<file path="src/rtl/pipe_pkg.sv">
// pipe_pkg: shared types and constants for the in-order pipeline controller
package pipe_pkg;
    typedef enum logic [1:0] {IDLE, RUN, FLUSH, HALT} state_t;
    localparam logic [3:0]  HALT_OPCODE = 4'hF;
    localparam int          ADDR_W_DEF  = 8;
    localparam int          REG_W_DEF   = 4;
    localparam logic [15:0] NOP_INSTR   = 16'h0000;
endpackage

</file>
<file path="src/rtl/hazard_detect.sv">
// hazard_detect: load-use hazard compare between decode sources and execute load destination
module hazard_detect #(
    parameter int REG_W = pipe_pkg::REG_W_DEF
) (
    input  logic             id_valid,
    input  logic [REG_W-1:0] id_rs1,
    input  logic [REG_W-1:0] id_rs2,
    input  logic             id_uses_rs2,
    input  logic             ex_is_load,
    input  logic [REG_W-1:0] ex_rd,
    output logic             lu_hazard
);
    assign lu_hazard = id_valid && ex_is_load && (ex_rd != '0) &&
                       ((ex_rd == id_rs1) || (id_uses_rs2 && ex_rd == id_rs2));
endmodule

</file>
<file path="src/rtl/pipeline_ctrl.sv">
// pipeline_ctrl: hazard and sequencing controller driving fetch/decode/execute strobes
module pipeline_ctrl
    import pipe_pkg::*;
#(
    parameter int ADDR_W       = ADDR_W_DEF,
    parameter int REG_W        = REG_W_DEF,
    parameter int FLUSH_CYCLES = 1,
    parameter int CNT_W        = 16
) (
    input  logic              clk,
    input  logic              reset,
    input  logic              start,
    input  logic              id_valid,
    input  logic [REG_W-1:0]  id_rs1,
    input  logic [REG_W-1:0]  id_rs2,
    input  logic              id_uses_rs2,
    input  logic              ex_is_load,
    input  logic [REG_W-1:0]  ex_rd,
    input  logic              ex_br_valid,
    input  logic              ex_br_taken,
    input  logic [ADDR_W-1:0] ex_br_target,
    input  logic              mc_busy,
    input  logic              wb_halt,
    output logic              stall,
    output logic              flush,
    output logic              pc_sel,
    output logic [ADDR_W-1:0] branch_target,
    output logic              id_stall,
    output logic              id_flush,
    output logic              ex_bubble,
    output logic              core_halted,
    output logic [CNT_W-1:0]  stall_count
);
    state_t     state, state_nx;
    logic [1:0] fcnt, fcnt_nx;
    logic       lu_hazard;

    hazard_detect #(.REG_W(REG_W)) u_hd (
        .id_valid    (id_valid),
        .id_rs1      (id_rs1),
        .id_rs2      (id_rs2),
        .id_uses_rs2 (id_uses_rs2),
        .ex_is_load  (ex_is_load),
        .ex_rd       (ex_rd),
        .lu_hazard   (lu_hazard)
    );

    always_ff @(posedge clk or posedge reset) begin
        if (reset) begin
            state       <= IDLE;
            fcnt        <= '0;
            stall_count <= '0;
        end else begin
            state <= state_nx;
            fcnt  <= fcnt_nx;
            if (stall && state != IDLE && stall_count != '1)
                stall_count <= stall_count + CNT_W'(1);
        end
    end

    always_comb begin
        state_nx      = state;
        fcnt_nx       = fcnt;
        stall         = 1'b0;
        flush         = 1'b0;
        pc_sel        = 1'b0;
        branch_target = '0;
        id_stall      = 1'b0;
        id_flush      = 1'b0;
        ex_bubble     = 1'b0;
        core_halted   = 1'b0;
        case (state)
            IDLE: begin
                stall = 1'b1;
                if (start) state_nx = RUN;
            end
            RUN: begin
                if (wb_halt) begin
                    stall    = 1'b1;
                    id_flush = 1'b1;
                    state_nx = HALT;
                end else if (ex_br_valid && ex_br_taken) begin
                    pc_sel        = 1'b1;
                    branch_target = ex_br_target;
                    flush         = 1'b1;
                    id_flush      = 1'b1;
                    ex_bubble     = 1'b1;
                    if (FLUSH_CYCLES > 1) begin
                        state_nx = FLUSH;
                        fcnt_nx  = 2'(FLUSH_CYCLES - 2);
                    end
                end else if (lu_hazard) begin
                    stall     = 1'b1;
                    id_stall  = 1'b1;
                    ex_bubble = 1'b1;
                end else if (mc_busy) begin
                    stall    = 1'b1;
                    id_stall = 1'b1;
                end
            end
            FLUSH: begin
                // branches seen here come from squashed slots and are ignored
                flush    = 1'b1;
                id_flush = 1'b1;
                if (wb_halt) state_nx = HALT;
                else if (fcnt == 2'd0) state_nx = RUN;
                else fcnt_nx = fcnt - 2'd1;
            end
            HALT: begin
                stall       = 1'b1;
                core_halted = 1'b1;
            end
            default: state_nx = IDLE;
        endcase
    end
endmodule
</file>
<file path="config.mk">
export PLATFORM = sky130hd
export DESIGN_NAME = pipeline_ctrl
export DESIGN_NICKNAME = d
export VERILOG_FILES = /design/src/rtl/pipe_pkg.sv /design/src/rtl/hazard_detect.sv /design/src/rtl/pipeline_ctrl.sv
export SDC_FILE = /design/constraint.sdc
export NUM_CORES = 1
export LEC_CHECK = 0
export ABC_AREA = 1
export CORE_ASPECT_RATIO = 1.4
export CORE_UTILIZATION = 40
export DETAILED_ROUTE_END_ITERATION = 16
export GPL_TIMING_DRIVEN = 1
export PLACE_DENSITY = 0.73
export SLEW_MARGIN = 20
export SYNTH_ARGS = -nofsm -noshare
export SYNTH_HDL_FRONTEND = slang
export SYNTH_SLANG_ARGS = --single-unit
</file>
<file path="constraint.sdc">
create_clock -name clk -period 3.1 [get_ports clk]
set_clock_uncertainty 0.05 [all_clocks]
set_input_delay 0.62 -clock clk [delete_from_list [all_inputs] [get_ports clk]]
set_output_delay 0.62 -clock clk [all_outputs]
set_load 0.01 [all_outputs]
</file>
# [Yosys cells after proc, flatten, opt, wreduce, memory -nomap -nowiden]
# Index checks and enable logic that the tools add are counted.
[op_classes] n_addsub=2 shift=0 eq_ne=9 n_mux=26 div_mod_pow=0 multipliers=0 magnitude_cmp=0 n_reduce_logical=16 bitwise_logic=2
[op_table] cell="8-bit two-way mux" n=3
[op_table] cell="16-bit by 1-bit adder with 16-bit output, second input constant" n=1
[op_table] cell="16-bit inequality test, second input constant" n=1
[op_table] cell="1-bit two-way mux" n=15
[op_table] cell="4-bit == test" n=2
[op_table] cell="2-bit two-way mux" n=4
[op_table] cell="1-bit logical AND" n=7
[op_table] cell="1-bit case mux with 2 select lines" n=3
[op_table] cell="2-bit case mux with 3 select lines" n=1
[op_table] cell="2-bit == test, second input constant" n=2
[op_table] cell="2-bit zero test" n=2
[op_table] cell="2-bit inequality test, second input constant" n=2
[op_table] cell="4-bit AND reduction" n=1
[op_table] cell="4-bit nonzero test" n=1
[op_table] cell="3-bit inequality test, second input constant" n=1
[op_table] cell="3-bit AND reduction" n=1
[op_table] cell="3-bit nonzero test" n=1
[op_table] cell="2-bit by 1-bit == test with 1-bit output, second input constant" n=1
[op_table] cell="1-bit NOT" n=2
[op_table] cell="2-bit nonzero test" n=1
[op_table] cell="2-bit OR reduction" n=1
[op_table] cell="2-bit by 1-bit subtractor with 2-bit output, second input constant" n=1
[op_table] cell="1-bit logical OR" n=1
[word_totals] register_bits=20 romBits=0 mem_bits_rw=0 latch_bits=0 n_memories=0 wordCells=58 out_inout_bits=31

# [Longest topological paths before layout]
# Gate-level depths: netlist (run 1).
[logic_depth] word_depth=10 mapped_depth=14 ltp_nobuf=13

# [Cells and area by module]
# Synthesis (run 1) repeated with hierarchy kept, for this count alone.
[hier_totals] cells_unflattened=269 area_unflattened_um2=1697.9
[by_module_without_submodules] module="pipeline_ctrl" n_inst=1 area_per_inst_um2=1514.0 seq_area_each_um2=500.5 cells_each=225
[by_module_without_submodules] module="hazard_detect" n_inst=1 area_per_inst_um2=183.9 seq_area_each_um2=0.0 cells_each=44

# [Least setup slack after synthesis (run 1)]
# OpenSTA, ideal clock, no wires.
[synth_path] path_type="register to output" start="register state[1]" end="output flush" stages_incl_launch_ff=9 arrival_ps=1554 path_buffers=0 required_ps=2430 setup_slack_ps=876 path_cell_list="dfrtp_1 inv_1 ha_1 inv_1 nor2_1 inv_1 nor2_1 clkinv_1 a21oi_1"
[synth_between] elab_chain_len=2
[synth_lines] element="from (decl)" line_no="pipeline_ctrl.sv:34" source="state_t state, state_nx;"
[synth_lines] element="from (signal assigned)" line_no="pipeline_ctrl.sv:54" source="state <= state_nx;"
[synth_lines] element="2-bit == test or 2-bit by 1-bit == test with 1-bit output (tied branches)" line_no="pipeline_ctrl.sv:72" source="case (state)"
[synth_lines] element="1-bit case mux with 2 select lines (*)" line_no="pipeline_ctrl.sv:72"
[synth_lines] element="to (decl)" line_no="pipeline_ctrl.sv:25" source="output logic flush,"
# Mark *: on every way between the ends. The rest lies on a longest branch, timed or not.

# [Worst setup path in the final report (run 1)]
[layout_path] start="input wb_halt" end="output branch_target[1]"
[layout_between] elab_chain_len=2
[layout_lines] element="from (decl)" line_no="pipeline_ctrl.sv:23" source="input logic wb_halt,"
[layout_lines] element="8-bit two-way mux" line_no="pipeline_ctrl.sv:78" source="if (wb_halt) begin"
[layout_lines] element="8-bit two-way mux" line_no="pipeline_ctrl.sv:72"
[layout_lines] element="to (decl)" line_no="pipeline_ctrl.sv:27" source="output logic [ADDR_W-1:0] branch_target,"
# Every way passes these cells.

==> key figures, run 1 <==
Status
  – Status: finished clean

Clocking
  – Post-CTS setup buffer count: 0
  – Clock Tree Buf Depth: 2
  – Post_cts resized: 0
  – Clock transition at path regs: 80 ps
  – CTS root buffer: clkbuf_8
  – Worst skew pair latency: 270 ps
  – CTS tree: done
  – Clk sinks: 20
  – CTS Buf Count: 3
  – Hold buffers post-CTS: 0
  – H-tree Lvls: 1

Power and ir drop
  – Clock network fraction of design power: 0.229
  – Leakage power total: 1.25 nW
  – Switching part of the total: 0.378
  – Psw: 439 uW
  – Pwr Density: 492 nW/um^2
  – Internal: 724 uW
  – Sequential share of power: 0.318
  – Logic pwr share: 0.452
  – VDD IR-drop max: 390 uV

Routing
  – Total Wirelength: 4070 microns
  – Antenna-violating nets left: 0
  – Vias: 1,727
  – Via density: 5.03
  – WL/cell: 11.9 microns
  – Pre-antenna DRT Iters: 4
  – Post-route DRC violation count: 0
  – Drt initial violations: 39

STA
  – Slew margin rel.: 0.422
  – Slew Limit Fails: 0
  – Final Hold Viols: 0
  – Final Cycle Share: 0.949
  – Fmax: 340 MHz
  – Setup violations, final: 0
  – Setup TNS: 0 ps
  – Final min period: 2940 ps
  – Actual slew at the worst max-slew pin: 864 ps

Yosys
  – Synth top area cells: dfrtp_1 (31%), nand2_1 (14%), inv_1 (8.6%)
  – Synth top area share: 0.308
  – #FFs+latches synth: 20
  – Synthesis warning total: 0
  – Mux contribution to synthesized area: 0
  – Syn avg cell area: 6.85 sq um
  – Net count after synthesis: 273
  – Adder-cell area share of the yosys netlist: 0.0463
  – Area leader, netlist: dfrtp_1
  – XOR/XNOR Fraction of Synth Area: 0.0810
  – Netlist cell types: 28
  – Post-synthesis cell count: 237
  – Fraction of the mapped netlist area in simple logic gates: 0.406
  – Largest family of logic cells by synthesized area: simple AND/OR/NAND/NOR gates
  – Post-synthesis sequential area ratio: 0.308
  – Compound-cell area share of the yosys netlist: 0.0416
  – Synthesized cell area: 1620 sq um

Critical path
  – Critical Path Source Type: input pin
  – CP required: 2430 ps
  – Arrival time worst endpoint: 2270 ps
  – Reg-to-reg startpoint: state[0]
  – Critical path class: in -> out
  – Register-to-register setup slack: 930 ps
  – Crit path capture type: output port
  – RR Endpoint: stall_count[5]
  – Critical path peak fanout: 8
  – Worst r2r path cells: 6

Place
  – I/O Buffers: 60
  – Placer Congestion: 0.847
  – DP Area: 2270 sq um
  – Cell total after placement: 339
  – DP HPWL: 3100 microns

Finish
  – Share of cells above drive strength 1: 0.103
  – Design area: 2360 sq um
  – Final #Nets: 337
  – Layout area overhead: 45.6%
  – Diode count: 0
  – Finished Layout Cells: 343
  – Final core occ: 0.603

Worst hold path
  – Hold Path Sink: fcnt[1]
  – HP Class: reg -> reg
  – WHS Path Cells: 2
  – Min-Delay Startpoint: fcnt[1]

Global routing
  – Largest net degree at the start of global routing: 21
  – Antenna violations before repair: 0
  – Vias in the first global route: 1,765
  – Tot GR Track Use: 0.205
  – Remaining Overflow, GRT: 0
  – First-pass GRT wire length: 7140 microns

Floorplan
  – Initial Util: 0.414
  – Die Y: 77.4 microns
  – Area of the die: 4320 sq um
  – Die Width: 55.8 microns
  – Num ports: 61
  – Num rows: 27
  – Core area: 3920 sq um

Flow run
  – Max_cap viols: 0
==> placed cells by master (no fill, tap or decap), drive strengths merged <==
master,synthesis,routed
a21oi,5,5
a31oi,1,1
buf,5,4
bufinv,0,1
clkbuf,0,3
clkdlybuf4s50,0,55
clkinv,1,1
dfrtp,20,20
dlymetal6s2s,0,5
ha,6,6
inv,41,41
nand2,74,74
nand3,11,11
nand4,18,18
nor2,30,30
nor3,4,4
o2111ai,1,1
o21ai,4,4
o31ai,1,1
xnor2,4,4
xor2,11,11
==> worst max-delay path, stage by stage <==
cell and delay [ps]:
clkdlybuf4s50_1 430, nor2_1 110, inv_1 70, nor2_2 110, clkinv_1 120, buf_4 180
nor2_1 90, clkdlybuf4s50_1 540
==> worst max path at each step <==
stage | cells after the start | startpoint | endpoint
after global placement | 12 | ex_rd[2] | stall
after global routing | 10 | state[1] | branch_target[1]
after CTS | 12 | ex_rd[2] | stall
after detailed placement | 12 | ex_rd[3] | stall
after floorplan | 8 | state[1] | flush
final | 8 | wb_halt | branch_target[1]
==> layout make-up <==
| type | count | area, sq um |
|---|---|---|
| multi-input combinational | 170 | 937 |
| clock inverter | 1 | 30.0 |
| clock buffer | 3 | 41.3 |
| fill | 358 | 1560 |
| sequential | 20 | 500 |
| inverter | 42 | 158 |
| timing repair buffer | 64 | 643 |
| tap | 43 | 53.8 |
==> cell families (layout without fill, tap and decap cells) <==
family | count (synthesis) | after routing
buffers and inverters | 47 | 110
flip-flops | 20 | 20
AO/OA/AOI/OAI | 12 | 12
adder cells (fa/ha/maj) | 6 | 6
AND/OR/NAND/NOR | 137 | 137
XOR/XNOR | 15 | 15
==> cells in the mapped netlist <==
library cell / n
nand2_1: 62
inv_1: 37
nor2_1: 29
dfrtp_1: 20
nand4_1: 17
nand2_2: 11
xor2_1: 11
nand3_1: 10
ha_1: 6
a21oi_1: 5
inv_2: 4
xnor2_1: 4
o21ai_0: 3
buf_2: 2
nor3_1: 2
nor3_2: 2
a31oi_1: 1
buf_1: 1
buf_4: 1
buf_6: 1
clkinv_1: 1
nand2_4: 1
nand3_4: 1
nand4_4: 1
nor2_4: 1
o2111ai_1: 1
o21ai_1: 1
o31ai_1: 1
==> power by group through the flow <==
stage               clock network, mW  registers (mW)  logic, mW
floorplan                           0           0.372      0.312
global placement                    0           0.374      0.526
detailed placement                  0           0.373      0.531
CTS                             0.268           0.369      0.533
global route                    0.280           0.377      0.597
finish                          0.266           0.370      0.526
==> state kept, by name, summed over array words and instances, names as in the netlist <==
signal,flops
stall_count,16
fcnt,2
state,2
==> routing by layer <==
layer / vias to the layer above / global-route usage / part of all wire
met5: - / 0 / 0
met1: 776 / 0.199 / 0.38
met4: 0 / 0.0902 / 0.013
met3: 5 / 0.0450 / 0.070
li1: 863 / - / -
met2: 83 / 0.402 / 0.53
==> through the flow <==
stage | setup slack [ps] | power, mW | hold slack [ps]
after floorplan | 876 | 0.684 | 403
after global placement | 40.2 | 0.899 | 424
after detailed placement | 26.0 | 0.904 | 424
after CTS | 19.7 | 1.17 | 444
after global routing | -2.56 | 1.25 | 471
final | 157 | 1.16 | 444
Power figures use the tool's default switching activity.
==> run 2: changes to the inputs <==
CELL_PAD_IN_SITES_DETAIL_PLACEMENT = 1   (was default)
CELL_PAD_IN_SITES_GLOBAL_PLACEMENT = 1   (was default)
CORE_MARGIN = 8   (was default)
CORE_UTILIZATION = 33   (was 40)
CTS_CLUSTER_SIZE = 28   (was default)
PLACE_DENSITY = 0.85   (was 0.73)
==> key figures, run 2 (synthesized netlist as in run 1, its figures left out) <==
Finish
  – Biggest regs: stall_count: 16 flops, fcnt: 2 flops, state: 2 flops
  – Final core occ: 0.493 (-0.110)
  – Share of cells above drive strength 1: 0.100 (-0.00300)
  – Area of the multi-input gates: 935 sq um (-0.27%)
  – Diode count: 0 (unchanged)
  – Filler Cells Inserted: 646 (+80%)
  – Top reg by flops: stall_count
  – Final #Nets: 336 (-0.30%)
  – Register area: 500 sq um (unchanged)
  – Largest register FFs: 16 (unchanged)
  – Most common cell after layout, fill and taps aside: nand2_1
  – Layout area overhead: 45.9%
  – Most frequent cells in the layout: nand2_1 (62), clkdlybuf4s50_1 (56), inv_1 (37)
  – Design area: 2370 sq um (+0.16%)

Clocking
  – Clk sinks: 20 (unchanged)
  – Clock Tree Buf Depth: 2 (unchanged)
  – Worst skew pair latency: 260 ps (about the same)
  – Hold buffers post-CTS: 0 (unchanged)
  – Post-CTS setup buffer count: 0 (unchanged)
  – Clock transition at path regs: 80 ps (about the same)
  – CTS tree: done
  – H-tree Lvls: 1 (unchanged)
  – CTS Buf Count: 3 (unchanged)
  – CTS root buffer: clkbuf_8

Global routing
  – Remaining Overflow, GRT: 0 (unchanged)
  – Antenna violations before repair: 0 (unchanged)
  – Tot GR Track Use: 0.144 (-0.0607)
  – First-pass GRT wire length: 8740 microns (+22%)
  – Vias in the first global route: 1,982 (+12%)
  – Largest net degree at the start of global routing: 21 (unchanged)

Power and ir drop
  – Pwr Density: 471 nW/um^2 (-4.4%)
  – Total power: 1.11 mW (-4.2%)
  – VDD IR-drop max: 235 uV (-40%)
  – Leakage power total: 1.21 nW (-3.1%)

Flow run
  – Max_cap viols: 0 (unchanged)

Critical path
  – Critical path class: in -> out
  – Crit path capture type: output port
  – CP required: 2430 ps (about the same)
  – Arrival time worst endpoint: 2240 ps (-30 ps)
  – Worst r2r path cells: 6 (unchanged)
  – Critical Path Source Type: input pin
  – Reg-to-reg startpoint: state[0]
  – Max stage delay on crit path: 560 ps (+20 ps)
  – Worst-path cell chain: clkdlybuf4s50_1, nor2_1, inv_1, nor2_1, bufinv_8, nor2_1, clkdlybuf4s50_1
  – Critical path peak fanout: 10 (+2)
  – RR Endpoint: stall_count[4]
  – Slowest CP cell: clkdlybuf4s50_1
  – Register-to-register setup slack: 910 ps (-20 ps)
  – CP dominant cell by count: nor2_1

STA
  – Slew margin rel.: 0.426 (+0.00421)
  – Slew Limit Fails: 0 (unchanged)
  – Final min period: 2910 ps (-30.7 ps)
  – Setup violations, final: 0 (unchanged)
  – Worst hold slack: 455 ps (+11.2 ps)
  – Final Cycle Share: 0.940 (-0.00992)
  – Setup slack after layout: 187 ps (+30.7 ps)
  – Fmax: 343 MHz (+1.1%)
  – Final Hold Viols: 0 (unchanged)
  – Actual slew at the worst max-slew pin: 858 ps (-6.29 ps)

Floorplan
  – Area of the die: 7450 sq um (+72%)
  – Die Width: 75.3 microns (+35%)
  – Core area: 4800 sq um (+23%)
  – Num ports: 61 (unchanged)
  – Num rows: 30 (+11%)
  – Die Y: 99.0 microns (+28%)
  – Initial Util: 0.338 (-0.0764)

Routing
  – Pre-antenna DRT Iters: 4 (unchanged)
  – WL/cell: 14.3 microns (+20%)
  – Drt initial violations: 61 (+56%)
  – Vias: 1,788 (+3.5%)
  – Post-route DRC violation count: 0 (unchanged)
  – Via density: 4.93 (-2.2%)
  – Antenna-violating nets left: 0 (unchanged)
  – Total Wirelength: 5190 microns (+27%)

Worst hold path
  – Hold Path Sink: fcnt[1]
  – WHS Path Cells: 2 (unchanged)
  – Min-Delay Startpoint: fcnt[1]
  – HP Class: reg -> reg

Place
  – DP Area: 2290 sq um (+0.83%)
  – I/O Buffers: 60 (unchanged)
  – Placer Congestion: 0.801 (-5.4%)
  – DP HPWL: 4250 microns (+37%)
  – Worst slack at placement: -26.3 ps (-52.3 ps)

Status
  – Status: finished clean
-- run 2: report_power, final --
part | switching, mW | leakage [nW] | internal [mW]
clock network | 0.0924 | 0.0288 | 0.113
logic | 0.297 | 0.919 | 0.247
registers | 0.0610 | 0.260 | 0.303
total | 0.451 | 1.21 | 0.663
-- run 2: per-stage QoR --
step | setup TNS [ps] | std cells
floorplan | 0 | 237
global placement | 0 | 359
detailed placement | -31.1 | 359
CTS | 0 | 363
global route | -0.900 | 363
finish | 0 | 363
-- run 2: what timing repair did --
action | in CTS | in global routing
pin swaps | 0 | 0
gates resized for setup | 3 | 4
endpoints found under the setup margin | 7 | 10
-- run 2: area by class of cell --
cell class                 count  share of cell area
tap                           64              0.0338
inverter                      42              0.0724
clock buffer                   4              0.0233
sequential                    20               0.211
timing repair buffer          63               0.264
multi-input combinational    170               0.395
-- run 2: worst max-delay path, delay by kind of cell --
| kind | cells | cell delay (ps) |
|---|---|---|
| AND/OR/NAND/NOR | 3 | 340 |
| buffers and inverters | 4 | 1290 |
-- run 2: worst max-delay path by stage --
stage,from,to
2_1_floorplan,state[1],flush
3_3_place_gp,ex_rd[3],stall
3_5_place_dp,ex_rd[2],stall
4_1_cts,state[1],flush
5_1_grt,state[1],branch_target[4]
6_report,wb_halt,branch_target[4]
-- run 2: metal layers --
layer  vias up  track usage  share of wire
met1       850        0.140           0.37
met5         -            0              0
li1        870            -              -
met3         8       0.0539          0.095
met4         0       0.0446          0.013
met2        60        0.265           0.53
==> run 3: changes to the inputs <==
CTS_CLUSTER_DIAMETER = 150   (was default)
==> results of run 3 <==
The final DEF is identical to that of run 2; final timing and power are the same.
